`config.mk`:
```
export PLATFORM = sky130hd
export DESIGN_NAME = fetch_pc_gen_flat
export DESIGN_NICKNAME = d
export VERILOG_FILES = /design/src/rtl/fetch_pc_gen_pkg.sv /design/src/rtl/fetch_pc_gen_if.sv /design/src/rtl/fetch_pc_gen_next_pc.sv /design/src/rtl/fetch_pc_gen.sv /design/src/flat_wrapper.sv
export SDC_FILE = /design/constraint.sdc
export NUM_CORES = 1
export LEC_CHECK = 0
export ABC_AREA = 1
export CAP_MARGIN = 20
export CORE_AREA = 2 2 102 104
export CTS_BUF_LIST = sky130_fd_sc_hd__clkbuf_16
export DETAILED_ROUTE_END_ITERATION = 6
export DIE_AREA = 0 0 104 106
export GPL_TIMING_DRIVEN = 0
export PLACE_DENSITY_LB_ADDON = 0.2
export REMOVE_ABC_BUFFERS = 1
export SLEW_MARGIN = 10
export SYNTH_ARGS = -nofsm -noshare
export SYNTH_HDL_FRONTEND = slang
export SYNTH_SLANG_ARGS = --single-unit
```
`constraint.sdc`:
```
create_clock -name clk -period 5.3 [get_ports clk]
set_input_delay 1.06 -clock clk [delete_from_list [all_inputs] [get_ports clk]]
set_output_delay 1.06 -clock clk [all_outputs]
set_load 0.02 [all_outputs]
```
`src/rtl/fetch_pc_gen_pkg.sv`:
```
// Shared fetch-stage types: PC type, sequential step and next-PC source tags.
// Also consumed by the BTB/gshare update logic.
package fetch_pkg;

  localparam logic [31:0] PC_STEP = 32'd4;

  typedef logic [31:0] pc_t;

  typedef enum logic [2:0] {
    SRC_RESET   = 3'd0,
    SRC_MISPRED = 3'd1,
    SRC_JUMP    = 3'd2,
    SRC_HOLD    = 3'd3,
    SRC_BTB     = 3'd4,
    SRC_SEQ     = 3'd5
  } next_src_t;

  // Byte PC to instruction-memory word address.
  function automatic pc_t word_addr(input pc_t pc);
    return {2'b00, pc[31:2]};
  endfunction

endpackage

```
`src/rtl/fetch_pc_gen_if.sv`:
```
// Fetch bus between the PC generator (master) and imem/decode/BTB/branch unit (slave).
interface fetch_pc_gen_if #(
  parameter int unsigned WIDTH = 31
);
  import fetch_pkg::*;

  logic             stall;
  logic             mispredict;
  logic [WIDTH:0]   correctPC;
  logic             jumpValid;
  logic [WIDTH:0]   jumpPC;
  logic             btbHit;
  logic [WIDTH:0]   btbTarget;
  logic [WIDTH:0]   rAddress;
  logic [WIDTH:0]   instr;
  logic             fetchValid;
  logic [WIDTH:0]   fetchPC;
  logic [WIDTH:0]   fetchSeqPC;
  logic [WIDTH:0]   fetchInstr;
  logic             predTaken;

  modport master (
    input  stall, mispredict, correctPC, jumpValid, jumpPC, btbHit, btbTarget, instr,
    output rAddress, fetchValid, fetchPC, fetchSeqPC, fetchInstr, predTaken
  );

  modport slave (
    output stall, mispredict, correctPC, jumpValid, jumpPC, btbHit, btbTarget, instr,
    input  rAddress, fetchValid, fetchPC, fetchSeqPC, fetchInstr, predTaken
  );

endinterface

```
`src/rtl/fetch_pc_gen_next_pc.sv`:
```
// Fixed-priority next-PC select: reset, mispredict, decode jump, hold, BTB, sequential.
module fetch_next_pc
  import fetch_pkg::*;
#(
  parameter pc_t RESET_PC = 32'h0000_0000
) (
  input  logic      reset_n_i,
  input  logic      stall_i,
  input  logic      mispredict_i,
  input  pc_t       correct_pc_i,
  input  logic      jump_valid_i,
  input  pc_t       jump_pc_i,
  input  logic      btb_hit_i,
  input  pc_t       btb_target_i,
  input  logic      valid_q_i,
  input  pc_t       pc_q_i,
  output pc_t       next_pc_o,
  output next_src_t next_src_o
);

  // Priority chain; jumps wait for decode to advance, holds re-read the same word.
  always_comb begin
    next_pc_o  = pc_q_i + PC_STEP;
    next_src_o = SRC_SEQ;
    if (!reset_n_i) begin
      next_pc_o  = RESET_PC;
      next_src_o = SRC_RESET;
    end else if (mispredict_i) begin
      next_pc_o  = correct_pc_i;
      next_src_o = SRC_MISPRED;
    end else if (jump_valid_i && !stall_i) begin
      next_pc_o  = jump_pc_i;
      next_src_o = SRC_JUMP;
    end else if (stall_i || !valid_q_i) begin
      next_pc_o  = pc_q_i;
      next_src_o = SRC_HOLD;
    end else if (btb_hit_i) begin
      next_pc_o  = btb_target_i;
      next_src_o = SRC_BTB;
    end else begin
      next_pc_o  = pc_q_i + PC_STEP;
      next_src_o = SRC_SEQ;
    end
  end

endmodule

```
`src/rtl/fetch_pc_gen.sv`:
```
// Fetch-stage PC generator: owns the PC/valid registers, wrong-path squash and
// imem word-address formatting around the fetch_next_pc priority mux.
module fetch_pc_gen
  import fetch_pkg::*;
#(
  parameter pc_t RESET_PC = 32'h0000_0000
) (
  input  logic           clk,
  input  logic           resetN,
  fetch_pc_gen_if.master bus
);

  pc_t       pc_q;
  pc_t       pc_d;
  logic      valid_q;
  next_src_t next_src_s;
  logic      fetch_valid_s;

  fetch_next_pc #(
    .RESET_PC (RESET_PC)
  ) u_next_pc (
    .reset_n_i    (resetN),
    .stall_i      (bus.stall),
    .mispredict_i (bus.mispredict),
    .correct_pc_i (bus.correctPC),
    .jump_valid_i (bus.jumpValid),
    .jump_pc_i    (bus.jumpPC),
    .btb_hit_i    (bus.btbHit),
    .btb_target_i (bus.btbTarget),
    .valid_q_i    (valid_q),
    .pc_q_i       (pc_q),
    .next_pc_o    (pc_d),
    .next_src_o   (next_src_s)
  );

  // PC of the word now on instr, and whether it is a real post-reset fetch.
  always_ff @(posedge clk) begin
    if (!resetN) begin
      pc_q    <= RESET_PC;
      valid_q <= 1'b0;
    end else begin
      pc_q    <= pc_d;
      valid_q <= 1'b1;
    end
  end

  // A redirect this cycle means the word on instr is wrong-path.
  always_comb begin
    fetch_valid_s = valid_q & ~bus.mispredict & ~(bus.jumpValid & ~bus.stall);
  end

  assign bus.rAddress   = word_addr(pc_d);
  assign bus.fetchValid = fetch_valid_s;
  assign bus.fetchPC    = pc_q;
  assign bus.fetchSeqPC = pc_q + PC_STEP;
  assign bus.fetchInstr = bus.instr;
  assign bus.predTaken  = fetch_valid_s & (next_src_s == SRC_BTB);

endmodule

```
`src/flat_wrapper.sv`:
```
// flat-port wrapper written by rule: the top's interface ports become plain ports
module fetch_pc_gen_flat import fetch_pkg::*;
#(
  parameter pc_t RESET_PC = 32'h0000_0000
)
  (clk, resetN, bus_stall, bus_mispredict, bus_correctPC, bus_jumpValid, bus_jumpPC, bus_btbHit, bus_btbTarget, bus_instr, bus_rAddress, bus_fetchValid, bus_fetchPC, bus_fetchSeqPC, bus_fetchInstr, bus_predTaken);
  fetch_pc_gen_if #(.WIDTH(31)) bus_i ();
  input  logic clk;
  input  logic resetN;
  input wire logic [$bits(bus_i.stall)-1:0] bus_stall;
  input wire logic [$bits(bus_i.mispredict)-1:0] bus_mispredict;
  input wire logic [$bits(bus_i.correctPC)-1:0] bus_correctPC;
  input wire logic [$bits(bus_i.jumpValid)-1:0] bus_jumpValid;
  input wire logic [$bits(bus_i.jumpPC)-1:0] bus_jumpPC;
  input wire logic [$bits(bus_i.btbHit)-1:0] bus_btbHit;
  input wire logic [$bits(bus_i.btbTarget)-1:0] bus_btbTarget;
  input wire logic [$bits(bus_i.instr)-1:0] bus_instr;
  output wire logic [$bits(bus_i.rAddress)-1:0] bus_rAddress;
  output wire logic [$bits(bus_i.fetchValid)-1:0] bus_fetchValid;
  output wire logic [$bits(bus_i.fetchPC)-1:0] bus_fetchPC;
  output wire logic [$bits(bus_i.fetchSeqPC)-1:0] bus_fetchSeqPC;
  output wire logic [$bits(bus_i.fetchInstr)-1:0] bus_fetchInstr;
  output wire logic [$bits(bus_i.predTaken)-1:0] bus_predTaken;
  assign bus_i.stall = bus_stall;
  assign bus_i.mispredict = bus_mispredict;
  assign bus_i.correctPC = bus_correctPC;
  assign bus_i.jumpValid = bus_jumpValid;
  assign bus_i.jumpPC = bus_jumpPC;
  assign bus_i.btbHit = bus_btbHit;
  assign bus_i.btbTarget = bus_btbTarget;
  assign bus_i.instr = bus_instr;
  assign bus_rAddress = bus_i.rAddress;
  assign bus_fetchValid = bus_i.fetchValid;
  assign bus_fetchPC = bus_i.fetchPC;
  assign bus_fetchSeqPC = bus_i.fetchSeqPC;
  assign bus_fetchInstr = bus_i.fetchInstr;
  assign bus_predTaken = bus_i.predTaken;
  fetch_pc_gen #(.RESET_PC(RESET_PC)) u_core (.clk(clk), .resetN(resetN), .bus(bus_i));
endmodule
```
==> flow_metrics.tcl <==
set metrics [dict create \
    cts.sinks 33 \
    slew_viol_final 0 \
    rsz0062_at_grt "no" \
    cts_setup_buffers 0 \
    drtIter0Drc 161 \
    ys_ff_latch 33 \
    ff2ff_path_depth 8 \
    clk_path_buf_depth 2 \
    place_hpwl_mm 11.3 \
    die_h_um 106 \
    syn_inst 593 \
    utilization_pct 53.8 \
    yosysTopAreaCellShare_pct 19.4 \
    die_area_um2 11000 \
    swShare_pct 35.7 \
    rows 37 \
    end_kind "output port" \
    place.gp.congestion 0.801 \
    ys_warn_count 0 \
    drc 0 \
    worstReg2RegStart "u_core.valid_q$_DFF_P_" \
    power.leakage_nw 2.20 \
    area_delta_synth_final_pct 57.7 \
    wl_per_cell_um 16.3 \
    vias 4315 \
    synth_fa_ha_area_share_pct 0.367 \
    multi_input_area_um2 2140 \
    cts_tree "yes" \
    clock_skew_ns 0.00855 \
    yosysTopAreaCell "dfxtp_1" \
    synth_xor_area_share_pct 3.82 \
    power.net_switching_w 0.000365 \
    p_comb_share_pct 42.9 \
    postCtsHoldBufs 0 \
    syn_avg_cell_area_um2 5.75 \
    cts_made_buffers 5 \
    power_w 0.00102 \
    synth-simple-area-share_pct 36.0 \
    placedInstanceArea_um2 5220 \
    start_kind "primary input" \
    clkTransAtPathRegs_ns 0.06 \
    register_area_um2 661 \
    initial_core_util_pct 34.1 \
    slew_headroom_pct 44.5 \
    drive_gt1_share_pct 5.65 \
    cap_viol_max_count 0 \
    synth_top_family_by_area "simple AND/OR/NAND/NOR gates" \
    powerDensity_nw_per_um2 190 \
    ys_seq_area_share_pct 19.4 \
    io_pins 264 \
    fin_tns_setup_ns 0 \
    diodes 0 \
    grt_pass1_vias 4204 \
    reg2reg_slack_ns 3.17 \
    fin_area_um2 5380 \
    num-nets-final 877 \
    seqPwrFrac_pct 29.1 \
    crit_type "primary input to output port" \
    firstDrtPassIters 4 \
    min_path_cells 2 \
    clock_latency_ns 0.28 \
    port_buffers 197 \
    worstPathMaxFanout 20 \
    synth_compound_area_share_pct 22.0 \
    routed_wirelength_mm 14.4 \
    fillers 1033 \
    status "finished, final reports clean" \
    yosysUniqueCellTypes 33 \
    grt_start_max_net_pins 70 \
    ys_top_cells_by_area "dfxtp_1 19%, nand2_1 18%, nor2_1 9.3%" \
    core_um2 10000 \
    grt_use_total_pct 25.0 \
    fin_cells 879 \
    via_per_inst 4.91 \
    period_share_pct 91.3 \
    worst_pin_slew_ns 0.832 \
    hp-class "flop to flop" \
    cts_resized 0 \
    required_ns 4.24 \
    r2r_end "u_core.bus.fetchPC[24]$_SDFF_PN0_" \
    cp.arrival_ns 3.78 \
    dp_cells 870 \
    drt.antenna.violating_nets 0 \
    synth_area_um2 3410 \
    htree_levels 2 \
    vdd_drop_max_v 0.0000971 \
    root_buffer "clkbuf_16" \
    min_period_ns 4.84 \
    grt_pass1_wl_mm 21.8 \
    hold_viol 0 \
    holdPathEnd "u_core.bus.fetchPC[0]$_SDFFE_PN0P_" \
    gr-total-overflow 0 \
    synthMuxAreaShare_pct 0 \
    p_int_w 0.000658 \
    power.share.clock_pct 28.0 \
    die_w_um 104 \
    fmax_mhz 207 \
    antenna_found_initial 0 \
    setup_viol 0 \
    hold_start "u_core.bus.fetchPC[0]$_SDFFE_PN0P_" \
]
[power by group through the flow]
stage / Sequential [W] / Clock, W / Combinational (W)
finish: 0.000298 / 0.000287 / 0.000438
CTS: 0.000298 / 0.000296 / 0.000439
detailed placement: 0.000303 / 0 / 0.000436
global placement: 0.000302 / 0 / 0.000430
global route: 0.000301 / 0.000303 / 0.000470
floorplan: 0.000320 / 0 / 0.000181
[cell type report]
cell class | instances | area share [%]
Timing Repair Buffer | 201 | 37.9
Clock inverter | 3 | 0.256
Clock buffer | 5 | 2.33
Multi-Input combinational cell | 440 | 39.8
Sequential cell | 33 | 12.3
Tap cell | 136 | 3.17
Inverter | 61 | 4.28
[critical path: stages]
cell             delay [ns]
clkdlybuf4s50_1        0.47
nor2_2                 0.31
buf_8                  0.22
nand2_2                0.15
inv_1                  0.58
nand3_1                0.16
a21oi_1                0.20
nor2_1                 0.06
clkdlybuf4s50_1        0.55
[state kept, by name, indices dropped and copies added (netlist names)]
signal,cells
u_core.bus.fetchPC,32
u_core.valid_q,1
[placed cells by master, fill, tap and decap left out, types with 6 or more instances in the layout]
| master | n |
|---|---|
| nand3_1 | 25 |
| clkdlybuf4s50_1 | 197 |
| nor2_1 | 82 |
| nor2_4 | 7 |
| a31oi_1 | 8 |
| dfxtp_1 | 33 |
| xnor2_1 | 8 |
| o21ai_0 | 47 |
| inv_1 | 60 |
| nand2_1 | 167 |
| a21oi_1 | 42 |
| o221a_2 | 6 |
| a211oi_1 | 12 |
[synthesized netlist by cell type]
library cell,number
nor2_1,84
nor2_4,6
nand2_1,167
nor2_2,3
ha_1,1
inv_2,1
a21oi_2,4
a211oi_1,12
dfxtp_1,33
nand2_4,1
inv_1,59
nand2_2,4
a31oi_1,8
xor2_1,5
xor2_2,1
o211ai_1,3
buf_6,2
or2_2,2
o21bai_1,1
buf_2,9
nand3_1,25
clkinv_1,1
o221ai_1,3
buf_4,38
xnor2_1,8
nand3b_1,1
and2_1,3
clkbuf_1,11
o221a_2,6
conb_1,1
a21oi_1,42
o21ai_0,47
o21ai_1,1
[how the worst max path moves through the flow]
stage / from / to / cells after the start
after floorplan: bus_jumpValid / bus_rAddress[5] / 7
after global placement: bus_jumpValid / bus_rAddress[0] / 8
after detailed placement: bus_stall / bus_rAddress[11] / 8
after CTS: bus_stall / bus_rAddress[13] / 8
after global routing: bus_stall / bus_rAddress[26] / 9
final: bus_stall / bus_rAddress[19] / 9
[per-stage QoR]
stage               worst slack, ns  hold slack (ns)
finish                        0.460            0.510
global route                  0.263            0.535
CTS                           0.230            0.514
detailed placement            0.230            0.504
global placement              -2.49            0.492
floorplan                     0.597            0.644
[cell families (layout without fill, tap and decap cells)]
logic type,Yosys count,after routing
flops,33,33
simple gates,296,296
xor+xnor,14,14
buf+inv,121,270
other cells,1,2
compound gates,127,127
fa+ha+maj,1,1
[metal layers]
metal  GRT usage (%)  vias to the layer above  routed length [um]
met5            4.76                        -                  49
met4            5.21                        2                 144
met3            13.4                       14                1860
met2            39.8                      217                6150
met1            29.6                     1915                6160
li1                -                     2167                   -
(Power assumes the default switching activity.)
